`src/rtl/wb_rambus_dma.sv`:
```
// wb_rambus_dma: Wishbone-programmed fill/checksum engine driving the OpenRAM rambus port B.
// Latency: CSR ack 1 cycle after strobe; first rambus strobe 1 cycle after the start ack; 2 cycles per beat minimum.
// Backpressure: each beat waits for rambus_wb_ack_i for up to TIMEOUT cycles, then the job ends with timeout_err.
// Optional build macro RAMBUS_DMA_IRQ_EN adds irq_o and CTRL bit 3 (irq_enable).
module wb_rambus_dma #(
  parameter logic [31:0] BASE_ADDR = 32'h3000_0000,
  parameter int unsigned TIMEOUT   = 16
) (
  input  logic        wb_clk_i,
  input  logic        wb_rst_i,
  input  logic        wbs_stb_i,
  input  logic        wbs_cyc_i,
  input  logic        wbs_we_i,
  input  logic [3:0]  wbs_sel_i,
  input  logic [31:0] wbs_adr_i,
  input  logic [31:0] wbs_dat_i,
  output logic        wbs_ack_o,
  output logic [31:0] wbs_dat_o,
`ifdef RAMBUS_DMA_IRQ_EN
  output logic        irq_o,
`endif
  output logic        rambus_wb_clk_o,
  output logic        rambus_wb_rst_o,
  output logic        rambus_wb_stb_o,
  output logic        rambus_wb_cyc_o,
  output logic        rambus_wb_we_o,
  output logic [3:0]  rambus_wb_sel_o,
  output logic [9:0]  rambus_wb_adr_o,
  output logic [31:0] rambus_wb_dat_o,
  input  logic        rambus_wb_ack_i,
  input  logic [31:0] rambus_wb_dat_i
);

  typedef enum logic [1:0] {S_IDLE, S_REQ, S_ACC, S_DONE} state_t;

  state_t      state;
  logic [7:0]  base_r;
  logic [8:0]  len_r;
  logic [31:0] pattern_r;
  logic [31:0] result_r;
  logic        st_done, st_err, st_abort;
  logic        start_q, start_mode_q, abort_q;
  logic        mode_l;
  logic [7:0]  base_l;
  logic [8:0]  len_l;
  logic [31:0] pat_l;
  logic [8:0]  idx;
  logic [8:0]  idx_n;
  logic [7:0]  wcnt;
  logic [7:0]  word_adr;
  logic [31:0] cap_dat;
  logic        abort_pend;
  logic        busy;
  logic        hit, access, wr, rd;
  logic [2:0]  reg_sel;
  logic [2:0]  status_clr;
  logic [31:0] rdata;
`ifdef RAMBUS_DMA_IRQ_EN
  logic        irq_en;
`endif

  // Byte enables, the low address bits and the aliased upper window bits carry no meaning here.
  logic unused_ok;
  assign unused_ok = ^{wbs_sel_i, wbs_adr_i[7:5], wbs_adr_i[1:0]};

  assign rambus_wb_clk_o = wb_clk_i;
  assign rambus_wb_rst_o = wb_rst_i;
  assign rambus_wb_sel_o = 4'hF;
  assign rambus_wb_adr_o = {word_adr, 2'b00};

  assign busy    = (state != S_IDLE);
  assign hit     = wbs_stb_i & wbs_cyc_i & (wbs_adr_i[31:8] == BASE_ADDR[31:8]);
  // The cycle after an ack never acks again, so a held strobe is served once per two cycles.
  assign access  = hit & ~wbs_ack_o;
  assign wr      = access & wbs_we_i;
  assign rd      = access & ~wbs_we_i;
  assign reg_sel = wbs_adr_i[4:2];
  assign idx_n   = idx + 9'd1;
  // W1C mask for {aborted, timeout_err, done}; hardware sets in the FSM override it.
  assign status_clr = (wr && reg_sel == 3'd1) ? wbs_dat_i[3:1] : 3'b000;

  // CSR read mux.
  always_comb begin
    rdata = 32'd0;
    case (reg_sel)
`ifdef RAMBUS_DMA_IRQ_EN
      3'd0: rdata = {28'd0, irq_en, 3'd0};
`endif
      3'd1: rdata = {28'd0, st_abort, st_err, st_done, busy};
      3'd2: rdata = {24'd0, base_r};
      3'd3: rdata = {23'd0, len_r};
      3'd4: rdata = pattern_r;
      3'd5: rdata = result_r;
      default: rdata = 32'd0;
    endcase
  end

  // CSR slave: ack, registered read data, writable registers and one-cycle command pulses.
  always_ff @(posedge wb_clk_i) begin
    if (wb_rst_i) begin
      wbs_ack_o    <= 1'b0;
      wbs_dat_o    <= 32'd0;
      base_r       <= 8'd0;
      len_r        <= 9'd0;
      pattern_r    <= 32'd0;
      start_q      <= 1'b0;
      start_mode_q <= 1'b0;
      abort_q      <= 1'b0;
`ifdef RAMBUS_DMA_IRQ_EN
      irq_en       <= 1'b0;
`endif
    end else begin
      wbs_ack_o    <= access;
      wbs_dat_o    <= rd ? rdata : 32'd0;
      start_q      <= wr && (reg_sel == 3'd0) && wbs_dat_i[0];
      start_mode_q <= wbs_dat_i[1];
      abort_q      <= wr && (reg_sel == 3'd0) && wbs_dat_i[2];
      if (wr) begin
        case (reg_sel)
`ifdef RAMBUS_DMA_IRQ_EN
          3'd0: irq_en <= wbs_dat_i[3];
`endif
          3'd2: base_r    <= wbs_dat_i[7:0];
          3'd3: len_r     <= (wbs_dat_i > 32'd256) ? 9'd256 : wbs_dat_i[8:0];
          3'd4: pattern_r <= wbs_dat_i;
          default: ;
        endcase
      end
    end
  end

  // Transfer FSM with registered rambus outputs, status flags and checksum accumulator.
  always_ff @(posedge wb_clk_i) begin
    if (wb_rst_i) begin
      state           <= S_IDLE;
      rambus_wb_cyc_o <= 1'b0;
      rambus_wb_stb_o <= 1'b0;
      rambus_wb_we_o  <= 1'b0;
      rambus_wb_dat_o <= 32'd0;
      word_adr        <= 8'd0;
      idx             <= 9'd0;
      wcnt            <= 8'd0;
      mode_l          <= 1'b0;
      base_l          <= 8'd0;
      len_l           <= 9'd0;
      pat_l           <= 32'd0;
      cap_dat         <= 32'd0;
      result_r        <= 32'd0;
      st_done         <= 1'b0;
      st_err          <= 1'b0;
      st_abort        <= 1'b0;
      abort_pend      <= 1'b0;
    end else begin
      st_done  <= st_done  & ~status_clr[0];
      st_err   <= st_err   & ~status_clr[1];
      st_abort <= st_abort & ~status_clr[2];
      if (abort_q && busy) abort_pend <= 1'b1;
      case (state)
        S_IDLE: begin
          abort_pend <= 1'b0;
          if (start_q) begin
            mode_l   <= start_mode_q;
            base_l   <= base_r;
            len_l    <= len_r;
            pat_l    <= pattern_r;
            st_done  <= 1'b0;
            st_err   <= 1'b0;
            st_abort <= 1'b0;
            result_r <= 32'd0;
            idx      <= 9'd0;
            if (len_r == 9'd0) begin
              state <= S_DONE;
            end else begin
              state           <= S_REQ;
              rambus_wb_cyc_o <= 1'b1;
              rambus_wb_stb_o <= 1'b1;
              rambus_wb_we_o  <= ~start_mode_q;
              word_adr        <= base_r;
              rambus_wb_dat_o <= pattern_r;
              wcnt            <= 8'd0;
            end
          end
        end
        S_REQ: begin
          if (rambus_wb_ack_i) begin
            cap_dat         <= rambus_wb_dat_i;
            rambus_wb_cyc_o <= 1'b0;
            rambus_wb_stb_o <= 1'b0;
            state           <= S_ACC;
          end else if (wcnt == 8'(TIMEOUT - 1)) begin
            rambus_wb_cyc_o <= 1'b0;
            rambus_wb_stb_o <= 1'b0;
            st_err          <= 1'b1;
            state           <= S_IDLE;
          end else begin
            wcnt <= wcnt + 8'd1;
          end
        end
        S_ACC: begin
          if (mode_l) result_r <= result_r + cap_dat;
          idx <= idx_n;
          if (idx_n == len_l) begin
            state <= S_DONE;
          end else if (abort_pend || abort_q) begin
            st_abort <= 1'b1;
            state    <= S_IDLE;
          end else begin
            state           <= S_REQ;
            rambus_wb_cyc_o <= 1'b1;
            rambus_wb_stb_o <= 1'b1;
            word_adr        <= base_l + idx_n[7:0];
            rambus_wb_dat_o <= pat_l + {23'd0, idx_n};
            wcnt            <= 8'd0;
          end
        end
        S_DONE: begin
          st_done <= 1'b1;
          state   <= S_IDLE;
        end
        default: state <= S_IDLE;
      endcase
    end
  end

`ifdef RAMBUS_DMA_IRQ_EN
  // Interrupt: completion or timeout, gated by irq_enable.
  always_ff @(posedge wb_clk_i) begin
    if (wb_rst_i) irq_o <= 1'b0;
    else          irq_o <= irq_en & (st_done | st_err);
  end
`endif

endmodule
```
`config.mk`:
```
export PLATFORM = sky130hd
export DESIGN_NAME = wb_rambus_dma
export DESIGN_NICKNAME = d
export VERILOG_FILES = /design/src/rtl/wb_rambus_dma.sv
export SDC_FILE = /design/constraint.sdc
export NUM_CORES = 1
export LEC_CHECK = 0
export CAP_MARGIN = 0
export CORE_ASPECT_RATIO = 1.1
export CORE_MARGIN = 4
export CORE_UTILIZATION = 48
export CTS_BUF_LIST = sky130_fd_sc_hd__clkbuf_8
export CTS_CLUSTER_DIAMETER = 200
export DETAILED_ROUTE_END_ITERATION = 6
export PLACE_DENSITY = 0.81
export SYNTH_ARGS = -nofsm -noshare
export SYNTH_HDL_FRONTEND = slang
export SYNTH_SLANG_ARGS = --single-unit
```
`constraint.sdc`:
```
create_clock -name wb_clk_i -period 8.75 [get_ports wb_clk_i]
set_input_delay 1.75 -clock wb_clk_i [delete_from_list [all_inputs] [get_ports wb_clk_i]]
set_output_delay 1.75 -clock wb_clk_i [all_outputs]
set_load 0.005 [all_outputs]
```
### After elaboration in Yosys (flattened, before gate mapping)

Cells that the tools add are included.

| storage, ports and cells | value |
|---|---|
| bits of input ports | 106 |
| word-level logic and storage cells | 141 |
| bits in registers | 264 |
| output and inout bits | 84 |

| cells by class | value |
|---|---|
| bitwise logic cells | 16 |
| muxes and demuxes | 49 |
| order comparisons | 1 |
| reduce and logical (&&, ||, !) cells | 26 |
| add/subtract/negate cells | 5 |
| equality and inequality tests | 19 |

Operator list:

| kind | number |
|---|---|
| 32-bit 2-to-1 mux | 6 |
| 32-bit case mux with 5 select lines | 1 |
| 32-bit case mux with 2 select lines | 2 |
| 8-bit 2-to-1 mux | 10 |
| 32-bit adder | 1 |
| 32-bit by 9-bit adder with 32-bit output | 1 |
| 32-bit by 9-bit greater-than comparator with 1-bit output (second input constant) | 1 |
| 24-bit by 22-bit equality test with 1-bit output (second input constant) | 1 |
| 8-bit case mux with 3 select lines | 1 |
| 9-bit 2-to-1 mux | 2 |
| 9-bit case mux with 2 select lines | 1 |
| 8-bit case mux with 2 select lines | 1 |
| 1-bit 2-to-1 mux | 14 |
| 2-bit != test (second input constant) | 7 |
| 2-bit AND reduction | 7 |
| 2-bit 2-to-1 mux | 5 |
| 9-bit by 1-bit adder with 9-bit output (second input constant) | 1 |
| 9-bit equality test | 1 |
| 9-bit zero test | 1 |
| 8-bit by 1-bit adder with 8-bit output (second input constant) | 1 |
| 8-bit adder | 1 |
| 1-bit AND | 8 |
| 8-bit by 4-bit equality test with 1-bit output (second input constant) | 1 |
| 1-bit inverter | 8 |
| 21 further kinds | 33 |

### Longest topological paths before layout

Gate-level depths: netlist (run 1).

| depth | value |
|---|---|
| word-level depth | 11 |
| gate-level depth with buffers | 14 |
| depth with buffers taken out | 13 |

==> flow_summary.toml, run 1 <==
[final_layout]
mostFrequentLayoutCells = "nand2_1 (266), dfxtp_1 (264), clkdlybuf4s50_1 (172)"
synthToLayoutAreaGrowth_pct = 19.7
nets = 1917
drive_above_1_share_pct = 8.17
layout_commonest_cell = "nand2_1"

[critical_path]
startpoint_type = "clock port"
arrival_ns = 5.03
crit_chain = "clkbuf_8, clkbuf_8, clkdlybuf4s50_1"
cp_max_fo = 2
cp-end-kind = "primary output"
critPathKind = "clock port to primary output"
cpPeakStageDelay_ns = 0.43
cp_slowest_cell = "clkdlybuf4s50_1"
worstPathRequired_ns = 7.00
critPathBufInv = 3
cp_top_family = "buffers and inverters"
crit_top_cell = "clkbuf_8"

[floorplan]
die_x_um = 169
num_rows = 64
dieArea_um2 = 31300
die_h_um = 185
core_area_um2 = 27900
initial_core_util_pct = 49.0
ios = 190

[detailed_routing]
drcViolationCount = 0
drtIter0Drc = 996
via_per_inst = 5.73
avgRoutedWirePerCell_um = 17.9
dr.pass1.iters = 5
ant_nets = 0
wirelength_um = 38500
via_count = 12300

[clock_tree]
cts_tree = "done"
post_cts_buffers = 0
worstSkewPairLatency_ns = 0.68
postCtsHoldBufs = 0
cts-resized-gates = 0
clkTransAtPathRegs_ns = 0.06

[yosys]
dominantRegCellSynth = "dfxtp_1"
yosysWarnings = 0
synth_area_um2 = 13700
syn_inst = 1625
syn_area_per_cell_um2 = 8.43
ys_seq_elements = 264
synth_edf_count = 0
synthDistinctLibCells = 92
async_flop_share_pct = 0
synth-seq-area-share_pct = 38.6

[power]
ir_drop_mv = 0.205
leakagePower_nw = 5.77
switchingPower_w = 0.00101
power.share.switching_pct = 31.6
seq_power_share_pct = 40.6
power.internal_w = 0.00218
power_density_nw_per_um2 = 195
combPwrFrac_pct = 23.2
clkPwrFrac_pct = 36.3

[grt]
grt_pass1_vias = 11900
grt_max_degree = 83
gr-total-overflow = 0
grtUsageTotal_pct = 23.7
antenna_found_initial = 1
grt_pass1_wl_um = 60700

[run_status]
outcome = "finished, final reports clean"

[timing]
hold_violations = 0
worst_pin_slew_ns = 1.20
drv_slew = 0
grt_setup_unrepaired = "no"
fin_setup_tns_ns = 0
slew_headroom_pct = 20.0
finClkSkew_ns = 0.0457
timing.hold.ws_ns = 0.457
setup_viol = 0

[placement]
place_congestion = 0.926
dp_hpwl_um = 27600
io_buffers = 174

[worst_hold_path]
hold_path.class = "flop to flop"

[flow_run]
maxCapViolations = 0
==> layout make-up <==
class | count | area [um^2]
timing repair buffer | 183 | 1800
multi-input combinational | 1223 | 7790
clock buffer | 54 | 739
antenna | 1 | 2.50
sequential | 264 | 5290
inverter | 36 | 135
tap | 363 | 454
clock inverter | 26 | 196
fill | 2395 | 11500
==> cell families after synthesis <==
logic type,Yosys count,synth area share (%)
flip-flops,264,38.6
adder cells (fa/ha/maj),56,5.28
AND/OR/NAND/NOR,606,20.7
XOR/XNOR,75,5.15
buffers and inverters,142,4.85
AO/OA/AOI/OAI,395,19.2
other,2,0.0548
multiplexers,85,6.21
==> worst reg2reg max path, delay by kind of cell, from the launching register on <==
kind	cells	cell delay (ns)
AOI/OAI and AO/OA	5	1.94
xor gates and xnor gates	2	0.59
adders and majority gates	2	0.75
DFF	1	0.51
and+or+nand+nor	3	0.38
==> power by group through the flow <==
| stage | registers (W) | clock network [W] | logic, W |
|---|---|---|---|
| after CTS | 0.00130 | 0.00118 | 0.000739 |
| after floorplan | 0.00131 | 0.00000741 | 0.000544 |
| final | 0.00130 | 0.00116 | 0.000739 |
| after global placement | 0.00132 | 0.00000962 | 0.000722 |
| after detailed placement | 0.00132 | 0.00000962 | 0.000736 |
| after global routing | 0.00130 | 0.00124 | 0.000818 |
==> synthesized netlist by cell type (12+ instances only) <==
master      n  area, um^2
buf_2      12        60.1
clkbuf_1   64         240
buf_4      15         113
a211o_1    18         158
nor2_1    169         634
nand3_1    28         140
xnor2_1    51         447
o21ai_0    45         225
ha_1       53         663
xor2_1     20         175
a22oi_1    22         165
mux2i_1    85         851
nor4_1     20         125
a21oi_2    15         131
dfxtp_1   264        5290
a21o_1     12        90.1
nor3_1     20         100
inv_1      35         131
a211oi_1   18         135
a21oi_1   162         811
nand2_1   266         998
==> routing by layer <==
metal  up-vias  track usage [%]  routed length [um]
li1       5978                -                   -
met1      5807             29.9               16100
met2       425             39.8               18200
met3       100             4.16                2620
met4         0             10.7                1560
met5         -                0                   0
==> state kept, by name, summed over array words and instances, names as in the netlist, 2 cells and up <==
signal           flops
state                2
wbs_dat_o           32
idx                  9
pat_l               32
wcnt                 8
cap_dat             32
base_l               8
base_r               8
len_l                9
rambus_wb_dat_o     32
pattern_r           32
word_adr             8
len_r                9
result_r            32
==> path summary, 6_finish.rpt <==
check	from	end	slack, ns	cells past startpoint
worst max-delay path	wb_clk_i	rambus_wb_clk_o	1.97	3
worst min-delay path	word_adr[2]	word_adr[2]	0.46	2
worst max register to register	idx[0]	rambus_wb_dat_o[16]	4.51	12
worst min register to register	word_adr[2]	word_adr[2]	0.46	2
==> metrics by stage <==
stage	power, W	setup WS (ns)	instances	utilization (%)	instance area (um^2)
floorplan	0.00186	2.51	1629	-	13700
global placement	0.00205	2.21	2070	55.4	15500
detailed placement	0.00207	2.21	2070	55.4	15500
CTS	0.00321	1.96	2149	58.7	16400
global route	0.00336	1.94	2149	58.7	16400
finish	0.00319	1.97	2150	58.7	16400
Power figures use the tool's default switching activity.
==> run 2: changes to the inputs <==
--- a/config.mk
+++ b/config.mk
@@ -12,7 +12,7 @@
 export CTS_BUF_LIST = sky130_fd_sc_hd__clkbuf_8
 export CTS_CLUSTER_DIAMETER = 200
 export DETAILED_ROUTE_END_ITERATION = 6
-export PLACE_DENSITY = 0.81
+export PLACE_DENSITY = 0.84
 export SYNTH_ARGS = -nofsm -noshare
 export SYNTH_HDL_FRONTEND = slang
 export SYNTH_SLANG_ARGS = --single-unit
==> constraint.sdc (replaced) <==
create_clock -name wb_clk_i -period 5.5 [get_ports wb_clk_i]
set_input_delay 1.1 -clock wb_clk_i [delete_from_list [all_inputs] [get_ports wb_clk_i]]
set_output_delay 1.1 -clock wb_clk_i [all_outputs]
set_load 0.005 [all_outputs]
==> flow_summary.toml, run 2 (same netlist as run 1, synthesis figures left out) <==
[run_status]
outcome = "finished, final reports clean"

[timing]
setup_viol = 0
fin_setup_tns_ns = 0
hold_violations = 0
worst_slack_ns = 0.992
timing.hold.ws_ns = 0.453
slew_headroom_pct = 18.0
drv_slew = 0
finClkSkew_ns = 0.0386
grt_setup_unrepaired = "no"
worst_pin_slew_ns = 1.23

[worst_hold_path]
hold_depth = 2
min_from = "word_adr[2]"
hold_end = "word_adr[2]"
hold_path.class = "flop to flop"

[critical_path]
r2r_slack_ns = 1.23
crit_chain = "clkbuf_8, clkbuf_8, clkdlybuf4s50_1"
cp.depth = 3
cpPeakStageDelay_ns = 0.43
critPathBufInv = 3
cp_slowest_cell = "clkdlybuf4s50_1"
startpoint_type = "clock port"
cp_top_family = "buffers and inverters"
ff2ff_path_depth = 12
worstPathRequired_ns = 4.40
arrival_ns = 3.41
crit_top_cell = "clkbuf_8"
cp-end-kind = "primary output"
r2r-start = "idx[0]"
cp_max_fo = 2
critPathKind = "clock port to primary output"
r2r_end = "rambus_wb_dat_o[18]"

[floorplan]
die_x_um = 169
num_rows = 64
ios = 190
initial_core_util_pct = 49.0
die_h_um = 185
dieArea_um2 = 31300
core_area_um2 = 27900

[clock_tree]
cts_tree = "done"
clkTransAtPathRegs_ns = 0.06
postCtsHoldBufs = 0
cts-resized-gates = 0
post_cts_buffers = 0
worstSkewPairLatency_ns = 0.66

[final_layout]
drive_above_1_share_pct = 8.50
nets = 1919
fin_util_pct = 58.8
layout_commonest_cell = "nand2_1"
diodes = 0
mostFrequentLayoutCells = "nand2_1 (266), dfxtp_1 (264), clkdlybuf4s50_1 (172)"
synthToLayoutAreaGrowth_pct = 19.9

[grt]
gr-total-overflow = 0
grt_pass1_vias = 12100
grt_max_degree = 103
grt_pass1_wl_um = 61500
grtUsageTotal_pct = 23.7
antenna_found_initial = 1

[power]
leakagePower_nw = 5.79
power.share.switching_pct = 31.7
combPwrFrac_pct = 23.3
switchingPower_w = 0.00163
seq_power_share_pct = 40.2
clkPwrFrac_pct = 36.5
power.internal_w = 0.00350
ir_drop_mv = 0.274
power_density_nw_per_um2 = 312

[placement]
io_buffers = 174
dp_hpwl_um = 27700
dp_slack_ns = 1.24
place_congestion = 0.939

[detailed_routing]
via_per_inst = 5.82
drcViolationCount = 0
avgRoutedWirePerCell_um = 18.1
dr.pass1.iters = 6
drtIter0Drc = 1230
via_count = 12500
wirelength_um = 39000
ant_nets = 0

[flow_run]
maxCapViolations = 0
==> run 2: cell types whose count changed in the layout (fill, tap and decap cells not counted), sizes merged <==
cell      change
clkinvlp      -2
diode         -1
inv           -5
clkinv        +4
bufinv        -1
clkbuf        +5
buf           +1
==> run 2: worst min-delay path: cells and delay by family, from the launching register on <==
kind	cells	cell delay [ns]
DFF	1	0.31
and+or+nand+nor	1	0.05
AOI/OAI and AO/OA	1	0.05
==> run 2: routing by layer <==
metal / GRT usage (%) / part of all wire (%)
met1: 30.3 / 41
met2: 40.7 / 49
met3: 4.35 / 7.0
met4: 7.73 / 2.8
met5: 0 / 0.033
==> run 2: stage by stage <==
step	std cells	cell area [um^2]	total power [W]
4_1_cts	2151	16400	0.00516
6_report	2151	16400	0.00513
3_5_place_dp	2071	15500	0.00330
2_1_floorplan	1629	13700	0.00297
3_3_place_gp	2071	15500	0.00326
5_1_grt	2151	16400	0.00537
==> run 2: worst max-delay path by stage <==
stage | from | to
floorplan | wb_clk_i | rambus_wb_clk_o
global placement | wb_clk_i | rambus_wb_clk_o
detailed placement | wb_clk_i | rambus_wb_clk_o
CTS | wb_clk_i | rambus_wb_clk_o
global route | wb_clk_i | rambus_wb_clk_o
finish | wb_clk_i | rambus_wb_clk_o
==> run 2: power groups by stage <==
stage          clock network, W  logic [W]  registers, W
5_1_grt                 0.00199    0.00131       0.00207
4_1_cts                 0.00190    0.00119       0.00206
2_1_floorplan         0.0000118   0.000865       0.00209
6_report                0.00187    0.00120       0.00206
3_5_place_dp          0.0000153    0.00118       0.00210
3_3_place_gp          0.0000153    0.00115       0.00210
==> run 2: layout make-up <==
class	count	area, um^2
fillers	2353	11500
multi-input cells	1223	7780
flip-flops and latches	264	5290
repair buffers	184	1810
clock buffers	59	808
well taps	363	454
clock inverters	22	163
inverters	36	135
==> run 3: changes to the inputs <==
==> constraint.sdc (replaced) <==
create_clock -name wb_clk_i -period 3.6 [get_ports wb_clk_i]
set_input_delay 0.72 -clock wb_clk_i [delete_from_list [all_inputs] [get_ports wb_clk_i]]
set_output_delay 0.72 -clock wb_clk_i [all_outputs]
set_load 0.005 [all_outputs]
==> flow_summary.toml, run 3 (same netlist as run 1, synthesis figures left out) <==
[floorplan]
dieArea_um2 = 31300
core_area_um2 = 27900
ios = 190
die_x_um = 169
initial_core_util_pct = 49.0
die_h_um = 185
num_rows = 64

[power]
leakagePower_nw = 5.94
power_density_nw_per_um2 = 480
ir_drop_mv = 0.320

[final_layout]
nets = 1945
synthToLayoutAreaGrowth_pct = 22.0
fin_cells = 2179
n_fill_cell = 2315
diodes = 0
layout_commonest_cell = "nand2_1"
drive_above_1_share_pct = 10.2
mostFrequentLayoutCells = "nand2_1 (266), dfxtp_1 (263), clkdlybuf4s50_1 (172)"

[critical_path]
worstPathRequired_ns = 4.20
crit_top_cell = "ha_1"
arrival_ns = 4.03
r2r-start = "idx[1]"
crit_start = "idx[1]"
cp_max_fo = 4
r2r_slack_ns = 0.17
ff2ff_path_depth = 12
r2r_end = "rambus_wb_dat_o[16]"
crit_chain = "ha_1, xor2_2, ha_1, a21oi_1, o21a_1, o2111ai_2, a21oi_2, nor3b_1, xnor2_1, a2111oi_1, buf_4, a31o_2"
cp-end-kind = "flop"
critPathKind = "flop to flop"
startpoint_type = "flop"
cp_slowest_cell = "a2111oi_1"
cpPeakStageDelay_ns = 0.50

[placement]
io_buffers = 174
dp_slack_ns = 0.133
dp_cells = 2096
dp_hpwl_um = 28400
place_congestion = 0.935

[detailed_routing]
wl_met3_um = 2960
via_per_inst = 5.74
met2_length_um = 18800
via_count = 12500
ant_nets = 0
drcViolationCount = 0
wirelength_um = 39400
drtIter0Drc = 1113
dr.pass1.iters = 7
routed.top_layer = "met5"
avgRoutedWirePerCell_um = 18.1
drt-met1-wl_um = 16300

[timing]
slew_headroom_pct = 24.0
min_period_ns = 3.43
grt_setup_unrepaired = "no"
period_share_pct = 95.3
hold_violations = 0
timing.hold.ws_ns = 0.458
fin_setup_tns_ns = 0
finClkSkew_ns = 0.0117
drv_slew = 0
worst_slack_ns = 0.169
setup_viol = 0
worst_pin_slew_ns = 1.14
clock.fmax_ghz = 0.291

[run_status]
outcome = "finished, final reports clean"

[clock_tree]
post_cts_buffers = 0
clkTransAtPathRegs_ns = 0.06
postCtsHoldBufs = 0
worstSkewPairLatency_ns = 0.65
cts_tree = "done"

[grt]
grt_pass1_wl_um = 62100
gr-total-overflow = 0
grt_max_degree = 216
grtUsageTotal_pct = 24.2
antenna_found_initial = 1
grt_pass1_vias = 12300

[worst_hold_path]
hold_depth = 2
hold_path.class = "flop to flop"
hold_end = "cap_dat[5]"
min_from = "cap_dat[5]"

[flow_run]
maxCapViolations = 0
==> run 3: changes by cell type in the layout (fill, tap and decap cells not counted), moves of 2 or more <==
cell	change
a2111oi_1	+3
a2111oi_0	-3
inv_1	-2
clkbuf_8	+4
clkinvlp_4	+3
buf_4	+23
buf_12	+2
==> run 3: per-stage QoR <==
stage	cell area (um^2)	power [W]	utilization, %
floorplan	13700	0.00453	-
detailed placement	15700	0.00511	56.1
global placement	15700	0.00506	56.1
CTS	16700	0.00805	59.8
global route	16700	0.00840	59.8
finish	16700	0.00802	59.8
==> run 3: what timing repair did <==
action / 4_1_cts / 5_1_grt
resized for setup: 0 / 6
endpoints found under the setup margin: 0 / 4
endpoints found under the hold margin: 0 / 0
==> run 3: final cells by class <==
type	count	area [um^2]	area share [%]
Clock buffer	63	863	5.16
Clock inverter	21	156	0.936
Inverter	36	135	0.808
Multi-Input combinational cell	1223	7800	46.7
Sequential cell	264	5290	31.6
Tap cell	363	454	2.72
Timing Repair Buffer	209	2020	12.1
==> run 3: where the power goes <==
group	internal, W	switching (W)	leakage [nW]
combinational	0.000736	0.00117	3.25
sequential	0.00306	0.0000898	2.13
clock	0.00171	0.00126	0.552
total	0.00550	0.00252	5.94
==> run 3: worst max path at each step <==
stage / depth (start not counted) / slack [ns] / to
5_1_grt: 12 / 0.007 / rambus_wb_dat_o[16]
6_report: 12 / 0.17 / rambus_wb_dat_o[16]
3_5_place_dp: 12 / 0.13 / rambus_wb_dat_o[16]
4_1_cts: 12 / 0.12 / rambus_wb_dat_o[16]
2_1_floorplan: 14 / 0.56 / rambus_wb_dat_o[29]
3_3_place_gp: 13 / 0.24 / rambus_wb_dat_o[16]
==> run 3: worst max-delay path: cells and delay by family (launching register included) <==
kind / cells / cell delay (ns)
compound gates: 6 / 1.51
xor+xnor: 2 / 0.49
fa+ha+maj: 2 / 0.65
buf+inv: 1 / 0.20
flops: 1 / 0.41
simple gates: 1 / 0.11
==> run 3: routing by layer <==
| metal | track usage [%] | vias up |
|---|---|---|
| li1 | - | 6027 |
| met1 | 30.5 | 5913 |
| met2 | 40.9 | 483 |
| met3 | 5.46 | 92 |
| met4 | 8.50 | 2 |
| met5 | 0 | - |
